## config.mk

```make
export PLATFORM = sky130hd
export DESIGN_NAME = ps2_kbd_flat
export DESIGN_NICKNAME = d
export VERILOG_FILES = /design/src/rtl/ps2_kbd_pkg.sv /design/src/rtl/ps2_kbd_if.sv /design/src/rtl/ps2_kbd_sync_fifo.sv /design/src/rtl/ps2_kbd.sv /design/src/flat_wrapper.sv
export SDC_FILE = /design/constraint.sdc
export NUM_CORES = 1
export LEC_CHECK = 0
export ABC_CLOCK_PERIOD_IN_PS = 2800
export CORE_ASPECT_RATIO = 0.6
export CORE_UTILIZATION = 50
export CTS_CLUSTER_DIAMETER = 200
export DETAILED_ROUTE_END_ITERATION = 16
export PLACE_DENSITY = 0.71
export SLEW_MARGIN = 20
export SYNTH_ARGS = -nofsm -noshare
export SYNTH_HDL_FRONTEND = slang
export SYNTH_SLANG_ARGS = --single-unit
```

## constraint.sdc

```tcl
create_clock -name clock -period 2.8 [get_ports clock]
set_input_delay 0.7 -clock clock [delete_from_list [all_inputs] [get_ports clock]]
set_output_delay 0.7 -clock clock [all_outputs]
set_load 0.02 [all_outputs]
```

## src/rtl/ps2_kbd_pkg.sv

```systemverilog
// Shared types and constants for the PS/2 keyboard receiver.
package ps2_kbd_pkg;

    // Deframer states, one per field of the 11-bit frame after the start bit.
    typedef enum logic [1:0] {
        ST_IDLE   = 2'd0,
        ST_DATA   = 2'd1,
        ST_PARITY = 2'd2,
        ST_STOP   = 2'd3
    } ps2_state_e;

    // Bit positions inside the CPU-visible status byte.
    localparam int STAT_READY = 0;
    localparam int STAT_PERR  = 6;
    localparam int STAT_OVF   = 7;

    // True when data plus parity bit carry an odd number of ones.
    function automatic logic parity_ok(input logic [7:0] data, input logic par);
        return ^{data, par};
    endfunction

endpackage

```

## src/rtl/ps2_kbd_if.sv

```systemverilog
// CPU-side register interface of the keyboard receiver.
interface ps2_kbd_if;
    logic       rd;
    logic       clr;
    logic [7:0] q;
    logic [7:0] status;
    logic       intr;
    logic [2:0] vect;

    modport master (output rd, output clr, input q, input status, input intr, input vect);
    modport slave  (input rd, input clr, output q, output status, output intr, output vect);
endinterface

```

## src/rtl/ps2_kbd_sync_fifo.sv

```systemverilog
// Small synchronous FIFO: registered storage, combinational head read.
module ps2_kbd_sync_fifo #(
    parameter int unsigned WIDTH      = 8,
    parameter int unsigned DEPTH_LOG2 = 3
) (
    input  logic                  clock,
    input  logic                  reset,
    input  logic                  push,
    input  logic                  pop,
    input  logic [WIDTH-1:0]      wdata,
    output logic [WIDTH-1:0]      head,
    output logic                  full,
    output logic [DEPTH_LOG2:0]   count
);
    localparam int unsigned DEPTH = 1 << DEPTH_LOG2;

    logic [WIDTH-1:0]      mem_q [DEPTH];
    logic [DEPTH_LOG2-1:0] wr_ptr_q;
    logic [DEPTH_LOG2-1:0] rd_ptr_q;
    logic [DEPTH_LOG2:0]   count_q;
    logic                  do_push;
    logic                  do_pop;

    // A pop frees the head slot in the same cycle, so a full FIFO still accepts a push.
    assign do_pop  = pop && (count_q != '0);
    assign do_push = push && (!full || do_pop);
    assign full    = count_q[DEPTH_LOG2];
    assign count   = count_q;
    assign head    = mem_q[rd_ptr_q];

    // Storage write; no reset needed since the head is only used while count is non-zero.
    always_ff @(posedge clock) begin
        if (do_push) begin
            mem_q[wr_ptr_q] <= wdata;
        end
    end

    // Pointers and occupancy count.
    always_ff @(posedge clock) begin
        if (reset) begin
            wr_ptr_q <= '0;
            rd_ptr_q <= '0;
            count_q  <= '0;
        end else begin
            if (do_push) wr_ptr_q <= wr_ptr_q + 1'b1;
            if (do_pop)  rd_ptr_q <= rd_ptr_q + 1'b1;
            case ({do_push, do_pop})
                2'b10:   count_q <= count_q + 1'b1;
                2'b01:   count_q <= count_q - 1'b1;
                default: count_q <= count_q;
            endcase
        end
    end

endmodule

```

## src/rtl/ps2_kbd.sv

```systemverilog
// PS/2 keyboard receiver: pin synchronizers, frame deframer with idle timeout,
// byte FIFO and sticky error flags, exposed as data/status registers plus irq.
//
// state     | meaning
// ----------+------------------------------------------------------
// ST_IDLE   | waiting for a start bit (falling clock with data low)
// ST_DATA   | shifting in 8 data bits, LSB first
// ST_PARITY | waiting for the parity bit
// ST_STOP   | waiting for the stop bit; push or flag error on its fall
module ps2_kbd
    import ps2_kbd_pkg::*;
#(
    parameter int unsigned DEPTH_LOG2 = 3,
    parameter int unsigned TIMEOUT    = 50000,
    parameter logic [2:0]  VECTOR     = 3'd1
) (
    input  logic      clock,
    input  logic      reset,
    input  logic      ps2_clk,
    input  logic      ps2_dat,
    ps2_kbd_if.slave  bus
);
    localparam int unsigned   TW         = $clog2(TIMEOUT);
    localparam logic [TW-1:0] TIMER_LOAD = TW'(TIMEOUT - 1);

    logic clk_s1, clk_s2, clk_prev;
    logic dat_s1, dat_s2;
    logic fall_w;

    ps2_state_e state_q, state_d;
    logic [2:0] bit_cnt_q;
    logic [7:0] shift_q;
    logic       par_q;
    logic [TW-1:0] timer_q;
    logic       timeout_w;

    logic       push_w;
    logic       perr_set_w;
    logic       ovf_set_w;
    logic       perr_q;
    logic       ovf_q;

    logic [7:0]          fifo_head;
    logic                fifo_full;
    logic [DEPTH_LOG2:0] fifo_count;
    logic                ready;

    // Two-flop synchronizers on both pins plus one history flop on the clock pin.
    always_ff @(posedge clock) begin
        if (reset) begin
            clk_s1   <= 1'b1;
            clk_s2   <= 1'b1;
            clk_prev <= 1'b1;
            dat_s1   <= 1'b1;
            dat_s2   <= 1'b1;
        end else begin
            clk_s1   <= ps2_clk;
            clk_s2   <= clk_s1;
            clk_prev <= clk_s2;
            dat_s1   <= ps2_dat;
            dat_s2   <= dat_s1;
        end
    end

    assign fall_w    = clk_prev & ~clk_s2;
    // A fall in the terminal cycle counts as activity, so it wins over the abort.
    assign timeout_w = (state_q != ST_IDLE) && (timer_q == '0) && !fall_w;

    // FSM state register.
    always_ff @(posedge clock) begin
        if (reset) state_q <= ST_IDLE;
        else       state_q <= state_d;
    end

    // FSM next-state logic; every field advances only on a PS/2 clock fall.
    always_comb begin
        state_d = state_q;
        case (state_q)
            ST_IDLE:   if (fall_w && !dat_s2)           state_d = ST_DATA;
            ST_DATA:   if (fall_w && bit_cnt_q == 3'd7) state_d = ST_PARITY;
            ST_PARITY: if (fall_w)                      state_d = ST_STOP;
            ST_STOP:   if (fall_w)                      state_d = ST_IDLE;
            default:                                    state_d = ST_IDLE;
        endcase
        if (timeout_w) state_d = ST_IDLE;
    end

    // FSM outputs: byte push or parity/framing error on the stop-bit fall.
    always_comb begin
        push_w     = 1'b0;
        perr_set_w = 1'b0;
        if (state_q == ST_STOP && fall_w) begin
            if (dat_s2 && parity_ok(shift_q, par_q)) push_w     = 1'b1;
            else                                     perr_set_w = 1'b1;
        end
    end

    // Frame datapath: bit counter, LSB-first shift register, parity latch.
    always_ff @(posedge clock) begin
        if (reset) begin
            bit_cnt_q <= '0;
            shift_q   <= '0;
            par_q     <= 1'b0;
        end else begin
            if (state_q == ST_IDLE) bit_cnt_q <= '0;
            if (state_q == ST_DATA && fall_w) begin
                shift_q   <= {dat_s2, shift_q[7:1]};
                bit_cnt_q <= bit_cnt_q + 1'b1;
            end
            if (state_q == ST_PARITY && fall_w) par_q <= dat_s2;
        end
    end

    // Mid-frame inactivity timer, down-counting from TIMEOUT-1 since the last fall.
    always_ff @(posedge clock) begin
        if (reset || state_q == ST_IDLE || fall_w) timer_q <= TIMER_LOAD;
        else if (timer_q != '0)                    timer_q <= timer_q - 1'b1;
    end

    assign ready     = (fifo_count != '0);
    assign ovf_set_w = push_w && fifo_full && !(bus.rd && ready);

    // Sticky error flags; a new error in the clear cycle keeps the flag set.
    always_ff @(posedge clock) begin
        if (reset) begin
            perr_q <= 1'b0;
            ovf_q  <= 1'b0;
        end else begin
            if (perr_set_w)   perr_q <= 1'b1;
            else if (bus.clr) perr_q <= 1'b0;
            if (ovf_set_w)    ovf_q  <= 1'b1;
            else if (bus.clr) ovf_q  <= 1'b0;
        end
    end

    ps2_kbd_sync_fifo #(
        .WIDTH      (8),
        .DEPTH_LOG2 (DEPTH_LOG2)
    ) u_fifo (
        .clock (clock),
        .reset (reset),
        .push  (push_w),
        .pop   (bus.rd),
        .wdata (shift_q),
        .head  (fifo_head),
        .full  (fifo_full),
        .count (fifo_count)
    );

    // CPU-visible registers and interrupt pair.
    always_comb begin
        bus.status            = '0;
        bus.status[STAT_OVF]  = ovf_q;
        bus.status[STAT_PERR] = perr_q;
        bus.status[STAT_READY] = ready;
    end

    assign bus.q    = ready ? fifo_head : 8'h00;
    assign bus.intr = ready;
    assign bus.vect = ready ? VECTOR : 3'd0;

endmodule
```

## src/flat_wrapper.sv

```systemverilog
// flat-port wrapper written by rule: the top's interface ports become plain ports
module ps2_kbd_flat import ps2_kbd_pkg::*;
#(
    parameter int unsigned DEPTH_LOG2 = 3,
    parameter int unsigned TIMEOUT    = 50000,
    parameter logic [2:0]  VECTOR     = 3'd1
)
  (clock, reset, ps2_clk, ps2_dat, bus_rd, bus_clr, bus_q, bus_status, bus_intr, bus_vect);
  ps2_kbd_if bus_i ();
  input  logic clock;
  input  logic reset;
  input  logic ps2_clk;
  input  logic ps2_dat;
  input wire logic [$bits(bus_i.rd)-1:0] bus_rd;
  input wire logic [$bits(bus_i.clr)-1:0] bus_clr;
  output wire logic [$bits(bus_i.q)-1:0] bus_q;
  output wire logic [$bits(bus_i.status)-1:0] bus_status;
  output wire logic [$bits(bus_i.intr)-1:0] bus_intr;
  output wire logic [$bits(bus_i.vect)-1:0] bus_vect;
  assign bus_i.rd = bus_rd;
  assign bus_i.clr = bus_clr;
  assign bus_q = bus_i.q;
  assign bus_status = bus_i.status;
  assign bus_intr = bus_i.intr;
  assign bus_vect = bus_i.vect;
  ps2_kbd #(.DEPTH_LOG2(DEPTH_LOG2), .TIMEOUT(TIMEOUT), .VECTOR(VECTOR)) u_core (.clock(clock), .reset(reset), .ps2_clk(ps2_clk), .ps2_dat(ps2_dat), .bus(bus_i));
endmodule
```

======== Word-level counts from Yosys, hierarchy flattened ========
Memories as Yosys holds them, arrays and structs flattened. A register that Yosys moved wholly into a read port is not among the register bits.
Cells that the tools add are included.
operators by class
  equality and inequality tests ........... 10
  reduce and logical (&&, ||, !) cells .... 31
  add/subtract/negate cells ............... 6
  $mul .................................... 0
  shifts and indexed selects .............. 0
  divide/modulo/power cells ............... 0
  mux-type cells .......................... 21
  $lt $le $gt $ge ......................... 0
  bitwise logic cells ..................... 2
operators by type and width
  cell                                                                      number
  16-bit zero test                                                          1
  16-bit nonzero test                                                       1
  16-bit by 1-bit subtractor with 16-bit output (second input constant)     1
  1-bit logical AND                                                         12
  3-bit two-way mux                                                         4
  1-bit two-way mux                                                         10
  2-bit nonzero test                                                        5
  3-bit by 1-bit adder with 3-bit output (second input constant)            3
  9-bit parity                                                              1
  2-bit two-way mux                                                         4
  8-bit two-way mux                                                         1
  2-bit by 1-bit inequality test with 1-bit output (second input constant)  4
  2-bit one-hot mux with 4 select lines                                     1
  4-bit one-hot mux with 2 select lines                                     1
  2-bit == test (second input constant)                                     3
  4-bit by 1-bit adder with 4-bit output (second input constant)            1
  2-bit by 1-bit == test with 1-bit output (second input constant)          2
  1-bit zero test                                                           4
  4-bit AND reduction                                                       1
  4-bit nonzero test                                                        1
  4-bit by 1-bit subtractor with 4-bit output (second input constant)       1
  3-bit == test (second input constant)                                     1
  1-bit logical OR                                                          3
  2-bit zero test                                                           1
  3 further kinds                                                           3
word-level totals
  output and inout bits ................... 20
  register bits after elaboration ......... 47
  memories kept ........................... 1
  memory bits (writable) .................. 64
  latch bits .............................. 0
  memory bits (read-only) ................. 0
memories
  name                 words  width  rd ports  clocked after Yosys merged registers in  wr ports  line                     RTL
  u_core.u_fifo.mem_q  8      8      1         1                                        1         ps2_kbd_sync_fifo.sv:17  logic [WIDTH-1:0] mem_q [DEPTH];

======== Longest topological paths before layout ========
  word-level depth ........................ 7
  gate-level depth with buffers ........... 12

======== Modules after synthesis ========
Synthesis repeated with hierarchy kept, for this count alone.
second synthesis, totals
  cells, all modules ...................... 380
  area, all modules ....................... 4976.0 µm²
modules (own cells, without submodules)
  module             cells an instance  area each (µm²)  sequential area each (µm²)  instances
  ps2_kbd_sync_fifo  164                3111.7           2182.1                      1
  ps2_kbd            216                1864.3           740.7                       1

======== Worst setup path before layout ========
No wires, ideal clock.
  path kind ............................... flip-flop to flip-flop
  start ................................... register u_core.shift_q[6]
  end ..................................... register u_core.u_fifo.count_q[2], in the netlist u_core.u_fifo.count[2]
  setup slack ............................. 0.067 ns
  buffers on the path ..................... 0
  required time ........................... 2.730 ns
  data arrival time ....................... 2.662 ns
  stages on the path, launching flop included .. 12
  cells stage by stage .................... dfxtp_1 -> xnor2_1 -> xnor3_1 -> xnor2_2 -> nand2_2 -> ha_1 -> xor2_1 -> ha_1 -> a21oi_1 -> xor2_1 -> or3_1 -> a21oi_1
on the way
  word-level cells in the longest chain between the ends .. 7
  elaborated cells on any way between the ends .. 9
  classes of those cells .................. 2 x eq/ne; 3 x mux; 4 x reduce/logical
ends and longest elaborated chain
  item                                                                         line                     RTL
  start, declared                                                              ps2_kbd.sv:32            logic [7:0] shift_q;
  start signal, assigned                                                       ps2_kbd.sv:107           shift_q <= {dat_s2, shift_q[7:1]};
  9-bit parity *                                                               ps2_kbd_pkg.sv:19        return ^{data, par};
  1-bit logical AND *                                                          ps2_kbd.sv:93            if (dat_s2 && parity_ok(shift_q, par_q)) push_w = 1'b1;
  1-bit two-way mux *                                                          ps2_kbd.sv:93
  1-bit two-way mux *                                                          ps2_kbd.sv:92            if (state_q == ST_STOP && fall_w) begin
  1-bit logical AND *                                                          ps2_kbd_sync_fifo.sv:26  assign do_push = push && (!full || do_pop);
  2-bit by 1-bit == test with 1-bit output or 2-bit == test (tied branches)    ps2_kbd_sync_fifo.sv:47  case ({do_push, do_pop})
  4-bit one-hot mux with 2 select lines or 2-bit nonzero test (tied branches)  --
  end signal, assigned                                                         ps2_kbd_sync_fifo.sv:48  2'b10: count_q <= count_q + 1'b1;
  end signal, assigned                                                         ps2_kbd_sync_fifo.sv:49  2'b01: count_q <= count_q - 1'b1;
  end signal, assigned                                                         ps2_kbd_sync_fifo.sv:50  default: count_q <= count_q;
  end, declared                                                                ps2_kbd_sync_fifo.sv:20  logic [DEPTH_LOG2:0] count_q;
Mark *: on every way between the ends. The rest lies on a longest branch, timed or not.
A chain may end at the register's enable or synchronous reset.

==> results.md <==
* HP Class: reg2reg
* Largest family of logic cells by synthesized area: simple AND/OR/NAND/NOR gates
* Fin. Hold Viols at 0
* H-Tree Depth at 4
* Worst-path clk slew at 0.05 ns
* Hold Worst Slack at 0.4082 ns
* GRT overflow at 0
* CP delay by family, top: multiplexers
* Global-route usage over all layers at between 20% and 30%
* Slack of the critical path at 0.07791 ns
* Standard-cell rows at 27
* Synth Flop Type: edfxtp_1
* Drt initial violations at 309
* Drt first pass iters at 4
* Min-Delay Startpoint: u_core.dat_s1$_SDFF_PP1_
* CP Cell Sequence: buf_12 -> mux4_2 -> mux2i_1 -> nor2_1 -> dlygate4sd2_1
* Critical Path Source Type: flip-flop
* CORE AREA at 0.009392 sq mm
* Crit path DAT at 2.02 ns
* Data required time of the critical path at 2.10 ns
* Post-layout min period at 2.722 ns
* IO Count at 26
* Die Area at 0.01029 sq mm
* IO buf count at 18
* FMAX at 367.4 MHz
* RSZ-0062 raised after global routing: no
* R2r startpoint: u_core.shift_q[6]$_SDFFE_PP0P_
* Synth Area in Adders at 3.040%
* DRC viols at 0
* ANT cells at 0
* Fraction of synthesized area in multiplexers at 10.46%
* Via count at 3113
* Worst-margin pin slew at about 0.54 ns
* Final net count at 456
* P&R area growth vs syn at 21.94%
* Number of global-route vias before repair at 2884
* Slew margin rel. at 63.98%
* R2R setup slack at 0.20 ns
* Mean post-synth cell area at between 10 and 15 sq um
* Share of layout cells above drive strength 1 at about a quarter
* Power per standard cell area at 636.8 mW/mm^2
* First-pass GRT wire length at 14.78 mm
* GPL Wtd Cong at approximately 0.79
* Ys async rst share at 0%
* Crit share post-route at 97.22%
* Area of the multi-input gates at ~0.0019 sq mm
* Endpoint class of the critical path: output pin
* Seq/Total Area, Yosys at between 50% and 60%
* Synthesized area at 0.004938 sq mm
* Max-cap check violation count at 0
* Yosys Warn Count at 0
* Number of flops mapped to enable cells by yosys at 64
* Largest net degree at the start of global routing at 23
* Final Util at 64.12%
* CP max stage delay at roughly 0.55 ns
* Clk buf depth at 2
* Root Buffer: clkbuf_16
* Antenna Nets Post-Route at 0
* Clk sinks at roughly 110
* Die Width at 130.3 microns
* Vias/cell at ~5.4
* Commonest cells after routing, fill and taps aside: edfxtp_1 (64), dfxtp_1 (49), nor2_1 (38)
* Top fanout value on the critical path at 8
* DP Wirelength at 6.329 mm
* Peak supply drop at 0.4728 mV
* Layout fillers at 722
* Crit Path Category: reg2out
* Initial antenna violation count at 0
* Crit path buf inv count at 2
* Cts bufs inserted at 17
* Sequential Area at just under 0.003 sq mm
* Initial Util at 52.58%
* Final Slew Violations at 0
* Leak Pwr at 2.184 nW
* Final setup violation count at 0
* Commonest non-fill, non-tap cell in the layout: edfxtp_1
* Clk_lat worst skew at 0.42 ns
* Setup Skew at about 0.012 ns
* TritonCTS clock tree: yes
* WL final at 9.303 mm
* Count of state elements after synthesis at 114
* WL per Instance at 16.01 microns
* Slowest CP cell: mux4_2
* Status: finished clean
* Simple logic cell fraction of the synthesized area at 13.91%
* Synth Area in Compound Gates at ~5.8%
* XOR/XNOR Fraction of Synth Area at 4.130%
* Worst slack at placement at -0.3142 ns
* Post-Syn Instances at approximately 390
* Netlist cell types at 50
* Die height at ~80 microns
-- final timing paths --
path,endpoint,depth (start not counted)
worst min-delay path,u_core.dat_s2$_SDFF_PP1_,1
worst min register to register,u_core.dat_s2$_SDFF_PP1_,1
worst max-delay path,bus_q[1],5
worst max register to register,u_core.u_fifo.count[2]$_SDFFE_PP0P_,11
-- report_power, final --
part           internal, mW  switching [mW]
Combinational        0.0148          0.0237
Sequential             1.75         0.00272
Clock                  1.29           0.745
-- synth_stat cells, types with 2 or more instances --
library cell  count  area [sq um]
edfxtp_1         64          1922
dfxtp_1          50          1001
nor2_1           38         142.6
nand2_1          32         120.1
a21oi_1          19         95.09
mux4_2           16         360.4
mux2i_1          13         130.1
ha_1             12         150.1
buf_4            11         82.58
clkbuf_1         11         41.29
nor3_1           11         55.05
xnor2_1          10         87.58
nand2b_1          9         56.30
o21ai_0           9         45.04
inv_1             7         26.28
xor2_1            7         61.31
nand3_1           6         30.03
or2_2             6         37.54
or3_1             5         31.28
a211oi_1          4         30.03
nand3b_1          4         30.03
and2_1            3         18.77
and3_1            3         18.77
nor2b_1           3         18.77
a2111oi_2         2         30.03
a21o_1            2         15.01
buf_1             2         7.510
buf_2             2         10.01
nor4_4            2         42.54
o31ai_1           2         15.01
or4_4             2         22.52
xnor2_2           2         32.53
-- state kept, by name, indices dropped and copies added (netlist names), named ones only --
name / count
u_core.dat_s1: 1
u_core.clk_prev: 1
u_core.u_fifo.mem_q: 64
u_core.ovf_q: 1
u_core.state_q: 2
u_core.u_fifo.wr_ptr_q: 3
u_core.u_fifo.rd_ptr_q: 3
u_core.timer_q: 16
u_core.bit_cnt_q: 3
u_core.par_q: 1
u_core.clk_s1: 1
u_core.dat_s2: 1
u_core.clk_s2: 1
u_core.u_fifo.count: 4
u_core.shift_q: 8
u_core.perr_q: 1
-- metrics by stage --
step,TNS (ns),total power [mW],instances,cell area (sq um)
after global routing,0,3.945,581,6022
after CTS,0,3.867,578,5968
after detailed placement,-0.3903,1.828,546,5408
after global placement,-0.2062,1.827,546,5408
final,0,3.835,581,6022
after floorplan,0,1.821,393,4961
-- cell type report --
cell class	count	share of cell area [%]
Clock inverter	15	2.389
Tap cell	130	2.701
Multi-Input combinational cell	246	31.31
Clock buffer	17	7.064
Timing Repair Buffer	52	7.542
Inverter	7	0.4363
Sequential cell	114	48.56
-- logic make-up (layout without fill, tap and decap cells) --
family / after synthesis / after routing
xor gates and xnor gates: 20 / 20
AOI/OAI and AO/OA: 45 / 45
buffers and inverters: 33 / 91
muxes: 31 / 31
and+or+nand+nor: 131 / 131
DFF: 114 / 114
adders and majority gates: 12 / 12
other: 1 / 7
-- per-layer routing --
metal	vias to the layer above	global-route usage (%)	share of wire, %
met5	-	0	0
met4	0	9.767	0.80
met3	12	5.256	5.4
met2	74	27.18	43
met1	1529	29.63	51
li1	1498	-	-
-- timing repair --
action                     CTS  global route
resized for setup            9             7
buffers inserted             0             2
gates cloned                 0             1
pin swaps                    0             0
setup endpoints to repair    8             6
hold buffers                 0             0
Note: power is estimated with default switching activity, not from simulation.
